`src/rtl/mdio_pkg.sv`:
```
// Shared constants, FSM state type and frame helpers for the Clause 22 MDIO management station.
package mdio_pkg;

    localparam logic [1:0] MDIO_ST    = 2'b01;
    localparam logic [1:0] MDIO_OP_WR = 2'b01;
    localparam logic [1:0] MDIO_OP_RD = 2'b10;

    localparam int HDR_BITS  = 14;
    localparam int TA_BITS   = 2;
    localparam int DATA_BITS = 16;

    typedef enum logic [2:0] {
        ST_IDLE = 3'd0,
        ST_PRE  = 3'd1,
        ST_HDR  = 3'd2,
        ST_TA   = 3'd3,
        ST_DATA = 3'd4,
        ST_GAP  = 3'd5
    } mdio_state_e;

    // Everything after the preamble, MSB first; the TA/DATA half only matters for writes.
    function automatic logic [31:0] mdio_tx_word(input logic       write,
                                                 input logic [4:0] phyad,
                                                 input logic [4:0] regad,
                                                 input logic [15:0] wdata);
        return {MDIO_ST, (write ? MDIO_OP_WR : MDIO_OP_RD), phyad, regad, 2'b10,
                (write ? wdata : 16'h0000)};
    endfunction

    function automatic mdio_state_e mdio_state_after(input mdio_state_e st);
        case (st)
            ST_PRE:  return ST_HDR;
            ST_HDR:  return ST_TA;
            ST_TA:   return ST_DATA;
            ST_DATA: return ST_GAP;
            default: return ST_IDLE;
        endcase
    endfunction

endpackage

```
`src/rtl/mdio_master_if.sv`:
```
// Command/response bundle between local control logic and mdio_master.
// cmd_no_pre exists only when MDIO_PRE_SUPPRESS_EN is defined.
interface mdio_master_if;

    logic        cmd_valid;
    logic        cmd_ready;
    logic        cmd_write;
    logic [4:0]  cmd_phyad;
    logic [4:0]  cmd_regad;
    logic [15:0] cmd_wdata;
`ifdef MDIO_PRE_SUPPRESS_EN
    logic        cmd_no_pre;
`endif
    logic        rsp_valid;
    logic [15:0] rsp_rdata;
    logic        rsp_err;
    logic        busy;

    // master: the mdio_master side; slave: the requesting control logic.
    modport master (
`ifdef MDIO_PRE_SUPPRESS_EN
        input  cmd_no_pre,
`endif
        input  cmd_valid, cmd_write, cmd_phyad, cmd_regad, cmd_wdata,
        output cmd_ready, rsp_valid, rsp_rdata, rsp_err, busy
    );

    modport slave (
`ifdef MDIO_PRE_SUPPRESS_EN
        output cmd_no_pre,
`endif
        output cmd_valid, cmd_write, cmd_phyad, cmd_regad, cmd_wdata,
        input  cmd_ready, rsp_valid, rsp_rdata, rsp_err, busy
    );

endinterface

```
`src/rtl/mdio_clk_gen.sv`:
```
// MDC divider: one MDIO bit per CLK_DIV clk cycles, mdc low for the first half, high for the second.
module mdio_clk_gen #(
    parameter int CLK_DIV = 50
) (
    input  logic clk,
    input  logic reset_n,
    input  logic clear,
    input  logic en,
    output logic mdc,
    output logic bit_start,
    output logic sample
);

    localparam int CW = $clog2(CLK_DIV);
    localparam logic [CW-1:0] HALF = CW'(CLK_DIV / 2);
    localparam logic [CW-1:0] LAST = CW'(CLK_DIV - 1);

    logic [CW-1:0] cnt_q;
    logic [CW-1:0] cnt_d;

    always_comb begin
        cnt_d = cnt_q;
        if (clear || !en) begin
            cnt_d = '0;
        end else if (cnt_q == LAST) begin
            cnt_d = '0;
        end else begin
            cnt_d = cnt_q + 1'b1;
        end
    end

    always_ff @(posedge clk or negedge reset_n) begin
        if (!reset_n) begin
            cnt_q <= '0;
        end else begin
            cnt_q <= cnt_d;
        end
    end

    assign mdc       = en & (cnt_q >= HALF);
    assign sample    = en & (cnt_q == HALF);
    // Last cycle of a bit: the edge that ends it opens the next bit.
    assign bit_start = en & (cnt_q == LAST);

endmodule

```
`src/rtl/mdio_master.sv`:
```
// IEEE 802.3 Clause 22 MDIO management station: serialises read/write frames onto MDC/MDIO.
// Optional MDIO_PRE_SUPPRESS_EN adds cmd_no_pre to skip the preamble per command.
module mdio_master
    import mdio_pkg::*;
#(
    parameter int CLK_DIV = 50,
    parameter int PRE_LEN = 32
) (
    input  logic          clk,
    input  logic          reset_n,
    mdio_master_if.master cmd,
    output logic          mdc,
    output logic          mdio_o,
    input  logic          mdio_i,
    output logic          mdio_t
);

    generate
        if ((CLK_DIV < 4) || ((CLK_DIV % 2) != 0)) begin : g_bad_div
            $error("mdio_master: CLK_DIV must be even and >= 4");
        end
        if ((PRE_LEN < 1) || (PRE_LEN > 64)) begin : g_bad_pre
            $error("mdio_master: PRE_LEN must be in 1..64");
        end
    endgenerate

    localparam logic [5:0] PRE_LAST  = 6'(PRE_LEN - 1);
    localparam logic [5:0] HDR_LAST  = 6'(HDR_BITS - 1);
    localparam logic [5:0] TA_LAST   = 6'(TA_BITS - 1);
    localparam logic [5:0] DATA_LAST = 6'(DATA_BITS - 1);

    mdio_state_e state_q, state_d;
    logic [5:0]  bit_cnt_q, bit_cnt_d;
    logic [5:0]  bit_last;

    logic [31:0] tx_q, tx_d;
    logic [15:0] rx_q, rx_d;
    logic        ta_err_q, ta_err_d;
    logic        write_q, write_d;
    logic        rsp_valid_q, rsp_valid_d;
    logic [15:0] rsp_rdata_q, rsp_rdata_d;
    logic        rsp_err_q, rsp_err_d;

    logic accept;
    logic busy;
    logic skip_pre;
    logic mdc_raw;
    logic bit_start;
    logic sample;

    assign busy   = (state_q != ST_IDLE);
    assign accept = cmd.cmd_valid & ~busy;

`ifdef MDIO_PRE_SUPPRESS_EN
    assign skip_pre = cmd.cmd_no_pre;
`else
    assign skip_pre = 1'b0;
`endif

    mdio_clk_gen #(
        .CLK_DIV (CLK_DIV)
    ) u_clk_gen (
        .clk       (clk),
        .reset_n   (reset_n),
        .clear     (accept),
        .en        (busy),
        .mdc       (mdc_raw),
        .bit_start (bit_start),
        .sample    (sample)
    );

    always_ff @(posedge clk or negedge reset_n) begin
        if (!reset_n) begin
            state_q   <= ST_IDLE;
            bit_cnt_q <= '0;
        end else begin
            state_q   <= state_d;
            bit_cnt_q <= bit_cnt_d;
        end
    end

    // One bit counter is shared by every state; it restarts at zero on each state change.
    always_comb begin
        state_d   = state_q;
        bit_cnt_d = bit_cnt_q;
        bit_last  = '0;
        case (state_q)
            ST_PRE:  bit_last = PRE_LAST;
            ST_HDR:  bit_last = HDR_LAST;
            ST_TA:   bit_last = TA_LAST;
            ST_DATA: bit_last = DATA_LAST;
            default: bit_last = '0;
        endcase
        if (state_q == ST_IDLE) begin
            if (accept) begin
                state_d   = skip_pre ? ST_HDR : ST_PRE;
                bit_cnt_d = '0;
            end
        end else if (bit_start) begin
            if (bit_cnt_q == bit_last) begin
                state_d   = mdio_state_after(state_q);
                bit_cnt_d = '0;
            end else begin
                bit_cnt_d = bit_cnt_q + 6'd1;
            end
        end
    end

    always_comb begin
        mdio_o = 1'b1;
        mdio_t = 1'b1;
        case (state_q)
            ST_PRE: begin
                mdio_t = 1'b0;
            end
            ST_HDR: begin
                mdio_t = 1'b0;
                mdio_o = tx_q[31];
            end
            ST_TA, ST_DATA: begin
                if (write_q) begin
                    mdio_t = 1'b0;
                    mdio_o = tx_q[31];
                end
            end
            default: ;
        endcase
    end

    assign mdc = mdc_raw & (state_q != ST_GAP);

    always_comb begin
        tx_d        = tx_q;
        rx_d        = rx_q;
        ta_err_d    = ta_err_q;
        write_d     = write_q;
        rsp_valid_d = 1'b0;
        rsp_rdata_d = rsp_rdata_q;
        rsp_err_d   = rsp_err_q;
        if (accept) begin
            tx_d     = mdio_tx_word(cmd.cmd_write, cmd.cmd_phyad, cmd.cmd_regad, cmd.cmd_wdata);
            write_d  = cmd.cmd_write;
            ta_err_d = 1'b0;
        end else if (bit_start && ((state_q == ST_HDR) || (state_q == ST_TA) ||
                                   (state_q == ST_DATA))) begin
            tx_d = {tx_q[30:0], 1'b0};
        end
        // A responder pulls the second TA bit low; a floating (pulled-up) line means nobody answered.
        if (sample && (state_q == ST_TA) && (bit_cnt_q == TA_LAST)) begin
            ta_err_d = mdio_i;
        end
        if (sample && (state_q == ST_DATA)) begin
            rx_d = {rx_q[14:0], mdio_i};
        end
        if (bit_start && (state_q == ST_GAP)) begin
            rsp_valid_d = 1'b1;
            rsp_rdata_d = write_q ? 16'h0000 : rx_q;
            rsp_err_d   = write_q ? 1'b0 : ta_err_q;
        end
    end

    always_ff @(posedge clk or negedge reset_n) begin
        if (!reset_n) begin
            tx_q        <= '0;
            rx_q        <= '0;
            ta_err_q    <= 1'b0;
            write_q     <= 1'b0;
            rsp_valid_q <= 1'b0;
            rsp_rdata_q <= '0;
            rsp_err_q   <= 1'b0;
        end else begin
            tx_q        <= tx_d;
            rx_q        <= rx_d;
            ta_err_q    <= ta_err_d;
            write_q     <= write_d;
            rsp_valid_q <= rsp_valid_d;
            rsp_rdata_q <= rsp_rdata_d;
            rsp_err_q   <= rsp_err_d;
        end
    end

    assign cmd.cmd_ready = ~busy;
    assign cmd.busy      = busy;
    assign cmd.rsp_valid = rsp_valid_q;
    assign cmd.rsp_rdata = rsp_rdata_q;
    assign cmd.rsp_err   = rsp_err_q;

endmodule

```
`src/flat_wrapper.sv`:
```
// flat-port wrapper written by rule: the top's interface ports become plain ports
module mdio_master_flat import mdio_pkg::*;
#(
    parameter int CLK_DIV = 50,
    parameter int PRE_LEN = 32
)
  (clk, reset_n, mdc, mdio_o, mdio_i, mdio_t, cmd_cmd_valid, cmd_cmd_write, cmd_cmd_phyad, cmd_cmd_regad, cmd_cmd_wdata, cmd_cmd_ready, cmd_rsp_valid, cmd_rsp_rdata, cmd_rsp_err, cmd_busy);
  mdio_master_if cmd_i ();
  input  logic clk;
  input  logic reset_n;
  output logic mdc;
  output logic mdio_o;
  input  logic mdio_i;
  output logic mdio_t;
  input wire logic [$bits(cmd_i.cmd_valid)-1:0] cmd_cmd_valid;
  input wire logic [$bits(cmd_i.cmd_write)-1:0] cmd_cmd_write;
  input wire logic [$bits(cmd_i.cmd_phyad)-1:0] cmd_cmd_phyad;
  input wire logic [$bits(cmd_i.cmd_regad)-1:0] cmd_cmd_regad;
  input wire logic [$bits(cmd_i.cmd_wdata)-1:0] cmd_cmd_wdata;
  output wire logic [$bits(cmd_i.cmd_ready)-1:0] cmd_cmd_ready;
  output wire logic [$bits(cmd_i.rsp_valid)-1:0] cmd_rsp_valid;
  output wire logic [$bits(cmd_i.rsp_rdata)-1:0] cmd_rsp_rdata;
  output wire logic [$bits(cmd_i.rsp_err)-1:0] cmd_rsp_err;
  output wire logic [$bits(cmd_i.busy)-1:0] cmd_busy;
  assign cmd_i.cmd_valid = cmd_cmd_valid;
  assign cmd_i.cmd_write = cmd_cmd_write;
  assign cmd_i.cmd_phyad = cmd_cmd_phyad;
  assign cmd_i.cmd_regad = cmd_cmd_regad;
  assign cmd_i.cmd_wdata = cmd_cmd_wdata;
  assign cmd_cmd_ready = cmd_i.cmd_ready;
  assign cmd_rsp_valid = cmd_i.rsp_valid;
  assign cmd_rsp_rdata = cmd_i.rsp_rdata;
  assign cmd_rsp_err = cmd_i.rsp_err;
  assign cmd_busy = cmd_i.busy;
  mdio_master #(.CLK_DIV(CLK_DIV), .PRE_LEN(PRE_LEN)) u_core (.clk(clk), .reset_n(reset_n), .cmd(cmd_i), .mdc(mdc), .mdio_o(mdio_o), .mdio_i(mdio_i), .mdio_t(mdio_t));
endmodule
```
`config.mk`:
```
export PLATFORM = sky130hd
export DESIGN_NAME = mdio_master_flat
export DESIGN_NICKNAME = d
export VERILOG_FILES = /design/src/rtl/mdio_pkg.sv /design/src/rtl/mdio_master_if.sv /design/src/rtl/mdio_clk_gen.sv /design/src/rtl/mdio_master.sv /design/src/flat_wrapper.sv
export SDC_FILE = /design/constraint.sdc
export NUM_CORES = 1
export LEC_CHECK = 0
export ABC_AREA = 0
export CAP_MARGIN = 25
export CORE_MARGIN = 2
export CORE_UTILIZATION = 43
export CTS_BUF_LIST = sky130_fd_sc_hd__clkbuf_2 sky130_fd_sc_hd__clkbuf_4 sky130_fd_sc_hd__clkbuf_8
export CTS_CLUSTER_SIZE = 40
export DETAILED_ROUTE_END_ITERATION = 8
export PLACE_DENSITY = 0.65
export SKIP_LAST_GASP = 1
export SYNTH_ARGS = -nofsm -noshare
export SYNTH_HDL_FRONTEND = slang
export SYNTH_SLANG_ARGS = --single-unit
```
`constraint.sdc`:
```
create_clock -name clk -period 2.8 [get_ports clk]
set_input_delay 0.56 -clock clk [delete_from_list [all_inputs] [get_ports clk]]
set_output_delay 0.56 -clock clk [all_outputs]
set_load 0.01 [all_outputs]
```
# Word-level counts from Yosys, hierarchy flattened
# Cells that the tools add are included.
# word_totals
ff_bits,83
inputBits,31
wordCells,74
# classes
addsub,2
magnitude_cmp,1
eq_ne,11
muxes,25
bitwise_logic,6
n_reduce_logical,19
# op_table
operator,count
32-bit two-way mux,2
6-bit two-way mux,6
16-bit two-way mux,2
5-bit case mux with 4 select lines,1
6-bit by 1-bit adder with 6-bit output (second input constant),2
3-bit two-way mux,4
3-bit case mux with 4 select lines,1
2-bit nonzero test,4
3-bit by 2-bit equality test with 1-bit output (second input constant),2
3-bit equality test (second input constant),2
6-bit by 1-bit equality test with 1-bit output (second input constant),1
6-bit by 5-bit equality test with 1-bit output,1
6-bit by 5-bit equality test with 1-bit output (second input constant),1
6-bit equality test (second input constant),1
6-bit by 5-bit greater-or-equal comparator with 1-bit output (second input constant),1
1-bit two-way mux,6
1-bit AND,5
1-bit logical AND,5
1-bit case mux with 2 select lines,2
2-bit OR reduction,2
3-bit by 1-bit equality test with 1-bit output (second input constant),1
3-bit logical NOT,1
1-bit logical OR,3
3-bit inequality test (second input constant),1
other kinds (7),7

# Depth between registers and ports, before layout
# depth
ltp_word,6
depth_mapped,9
depth_no_buf,7

# Modules after synthesis
# From an unflattened synthesis, not the netlist that was laid out.
# hier_totals
cells_unflattened,380
hier_area_um2,3985.1
# by_module_without_submodules
mod,n_inst,cells_each,area_per_inst_um2,seq_area_each_um2
mdio_master,1,345,3629.7,1926.8
mdio_clk_gen,1,35,355.3,150.1

# Least setup slack after synthesis
# Ideal clock, no wire load.
# synth_path
kind,register to register
start,reg u_core.u_clk_gen.cnt_q[1]
end,reg u_core.tx_q[10]
setup_time_ns,0.125
arrival_ns,2.062
path_slack_ns,0.613
stages_incl_launch_ff,9
period_less_slack_ns,2.187
cell_sequence,dfrtp_1 -> inv_1 -> ha_1 -> nand2b_2 -> or3_1 -> clkbuf_1 -> o22ai_2 -> buf_6 -> mux2_2
# synth_between
elab_chain_cells,4
# synth_lines
element,line_no,rtl
start: declaration,mdio_clk_gen.sv:18,logic [CW-1:0] cnt_q;
start signal: assignment,mdio_clk_gen.sv:36,cnt_q <= cnt_d;
6-bit equality test,mdio_clk_gen.sv:43,assign bit_start = en & (cnt_q == LAST);
1-bit AND,mdio_clk_gen.sv:43,
1-bit logical AND,mdio_master.sv:144,end else if (bit_start && ((state_q == ST_HDR) || (state_q == ST_TA) ||
2-bit nonzero test (no source line),-,
end signal: assignment,mdio_master.sv:172,tx_q <= tx_d;
end: declaration,mdio_master.sv:36,"logic [31:0] tx_q, tx_d;"
# Every way passes these cells.
# A chain may end at the register's enable or synchronous reset.

# Worst setup path in the final report
# layout_path
start,reg u_core.state_q[1]
end,out cmd_cmd_ready
# layout_between
elab_chain_cells,2
# layout_lines
element,line_no,rtl
start: declaration,mdio_master.sv:32,"mdio_state_e state_q, state_d;"
start signal: assignment,mdio_master.sv:77,state_q <= state_d;
3-bit nonzero test,mdio_master.sv:51,assign busy = (state_q != ST_IDLE);
1-bit NOT,mdio_master.sv:182,assign cmd.cmd_ready = ~busy;
end: declaration,flat_wrapper.sv:20,output wire logic [$bits(cmd_i.cmd_ready)-1:0] cmd_cmd_ready;
# Every way passes these cells.

==> summary.txt <==
Min path
  – HP Class: in2async

Timing
  – Fin crit share: 96.4%
  – Setup Viol. Count Final: 0
  – Endpoints failing hold: 0
  – Slew @ Worst Pin: 0.560 ns
  – Slew HR: 62.3%
  – Worst setup skew after layout: 0.0117 ns
  – Setup WS post-layout: 0.0996 ns
  – Max Transition Viols Final: 0
  – Setup TNS: 0 ns
  – Unrepaired setup endpoints after global routing: no
  – Min Clock Period, post-route: 2.70 ns
  – Peak Freq: 370 MHz

Placement
  – DP Worst Slack: 0.226 ns
  – RD Place Congestion: 0.843
  – Hpwl dp: 5.24 mm
  – PortBufs: 53

GRT
  – Largest net degree at the start of global routing: 56
  – Gr usage total: 17.1%
  – Total congestion overflow: 0
  – Initial antenna violation count: 0
  – Vias in the first global route: 2873
  – First-pass GRT wire length: 13.6 mm

Drt
  – Via density: 5.16
  – TritonRoute pass-1 iters: 4
  – Final wirelength: 7.78 mm
  – Vias post-DR: 2828
  – Initial DRC count: 71
  – Avg WL per Cell: 14.2 um
  – Post-route ant nets: 0
  – Residual DRC count: 0

Logic synthesis
  – Syn Nets: 416
  – EDFF count, synth: 0
  – Synthesis Warnings: 0
  – Post-synthesis async set-or-reset flop share: 100%
  – Post-synthesis instance total: 380
  – Part of the Yosys area used for sequential elements: 52.7%
  – Synthesized flop and latch total: 83
  – Synthesized area: 3940 sq um
  – Distinct cells, synth: 48
  – Main synth FF type: dfrtp_1
  – Syn Area/Cell: 10.4 sq um

Worst setup path
  – Required time of the critical path: 2.24 ns
  – R2R Setup Slk: 0.60 ns
  – Startpoint Class: flip-flop
  – Crit path capture type: output port
  – Worst R2R Path Depth: 7
  – Setup CP Type: reg2out
  – Reg-to-Reg Start: u_core.state_q[2]
  – Terminus of the critical flop-to-flop path: u_core.bit_cnt_q[4]
  – Critical Path AT: 2.14 ns
  – Crit-path max FO: 6

Pwr
  – Pwr Density: 691 nW/um^2
  – Worst vdd ir: 0.367 mV
  – Total power: 0.00333 W
  – Leakage: 2.16 nW

Floorplan
  – Die H: 99.7 um
  – Die area: 9940 sq um
  – Starting Density: 44.7%
  – Io pins: 54
  – Core area: 8810 sq um
  – Std-Cell Rows: 34
  – Die width: 99.7 um

Clocking
  – CTS tree: built
  – Skew-Pair Late Insertion Delay: 0.36 ns
  – CTS Sinks: 83
  – Htree depth: 3
  – Clk buf depth: 2
  – Clock transition at path regs: 0.08 ns
  – Num CTS Buffers: 9
  – CTS Hold Bufs: 0
  – Postcts setup bufs: 0
  – Root Buffer: clkbuf_8

Cells and area
  – Final #Nets: 471
  – Diode count: 0
  – Area grow syn2layout: 22.1%
  – Final core utilization: 54.6%
  – Filler Cell Count: 801
  – Share of cells above drive strength 1: 17.3%

Run status
  – Status: complete, no violations

Run
  – Max-cap violations: 0
[Yosys cell counts, types with 4 or more instances]
cell type | number | share of area (%)
buf_2 | 4 | 0.51
ha_1 | 5 | 1.6
o21ai_0 | 34 | 4.3
a21oi_1 | 15 | 1.9
nor2_1 | 19 | 1.8
mux2_2 | 32 | 9.1
nand2b_1 | 17 | 2.7
xnor2_1 | 5 | 1.1
o22ai_1 | 12 | 1.9
dfrtp_1 | 83 | 53
inv_1 | 21 | 2.0
clkbuf_1 | 14 | 1.3
xor2_1 | 6 | 1.3
nand2_1 | 59 | 5.6
[cell families (layout without fill, tap and decap cells)]
kind of cell	count (synthesis)	after routing	synth area share, %
adders and majority gates	5	5	1.59
AOI/OAI and AO/OA	82	82	13.1
DFF	83	83	52.7
and+or+nand+nor	118	118	14.4
xor gates and xnor gates	11	11	2.45
buffers and inverters	44	104	5.08
muxes	37	37	10.7
[power by group]
group	internal (W)	switching, W
Sequential	0.00140	0.000118
Combinational	0.000454	0.000474
Clock	0.000436	0.000443
[final cells by class]
class / count / area [sq um] / area share, %
inverter: 21 / 78.8 / 1.64
timing repair buffer: 67 / 648 / 13.5
tap: 108 / 135 / 2.81
sequential: 83 / 2080 / 43.2
clock buffer: 10 / 138 / 2.86
clock inverter: 6 / 63.8 / 1.33
multi-input combinational: 253 / 1670 / 34.7
[layout by cell type, fill, tap and decap left out, types with 10 or more instances in the layout]
| cell | Yosys | final |
|---|---|---|
| inv_1 | 21 | 21 |
| clkdlybuf4s50_1 | 0 | 51 |
| a21oi_1 | 15 | 15 |
| mux2_2 | 32 | 32 |
| nand2b_1 | 17 | 17 |
| dfrtp_1 | 83 | 83 |
| buf_4 | 2 | 14 |
| o21ai_0 | 34 | 33 |
| nand2_1 | 59 | 59 |
| nor2_1 | 19 | 18 |
| o22ai_1 | 12 | 12 |
| clkbuf_8 | 0 | 10 |
[sequential cells by signal, indices dropped and copies added, names as in the netlist]
signal,count
u_core.write_q,1
u_core.bit_cnt_q,6
u_core.state_q,3
u_core.ta_err_q,1
u_core.cmd.rsp_valid,1
u_core.rx_q,16
u_core.cmd.rsp_err,1
u_core.u_clk_gen.cnt_q,6
u_core.tx_q,32
u_core.cmd.rsp_rdata,16
[metrics by stage]
| step | cells | hold WS [ns] | area, sq um |
|---|---|---|---|
| 2_1_floorplan | 380 | 0.264 | 3940 |
| 3_3_place_gp | 532 | 0.461 | 4600 |
| 3_5_place_dp | 532 | 0.471 | 4600 |
| 4_1_cts | 548 | 0.124 | 4800 |
| 5_1_grt | 548 | 0.142 | 4810 |
| 6_report | 548 | 0.123 | 4810 |
[how the worst max path moves through the flow]
stage / start / to / slack, ns / depth (start not counted)
after detailed placement: cmd_cmd_valid / u_core.bit_cnt_q[4] / 0.23 / 7
after floorplan: u_core.u_clk_gen.cnt_q[1] / u_core.tx_q[10] / 0.61 / 8
after CTS: u_core.state_q[1] / mdio_o / 0.01 / 5
after global routing: u_core.state_q[1] / cmd_cmd_ready / 0.02 / 5
final: u_core.state_q[1] / cmd_cmd_ready / 0.1 / 5
after global placement: cmd_cmd_valid / u_core.bit_cnt_q[4] / 0.23 / 7
[layer usage]
metal	vias to the layer above	global-route usage (%)	routed length [um]
met1	1356	22.9	3610
met3	8	3.51	291
li1	1409	-	-
met4	0	6.01	120
met2	55	27.7	3760
met5	-	0	0
[what timing repair did]
action                     CTS  global route
gates resized for setup      2             3
cloned                       0             0
setup endpoints to repair    1             1
[worst max-delay path: stages (launching register included)]
cell	delay, ns
dfrtp_1	0.44
buf_4	0.18
nor2_1	0.26
nand2_1	0.19
inv_1	0.17
clkdlybuf4s50_1	0.56
Power figures use the tool's default switching activity.
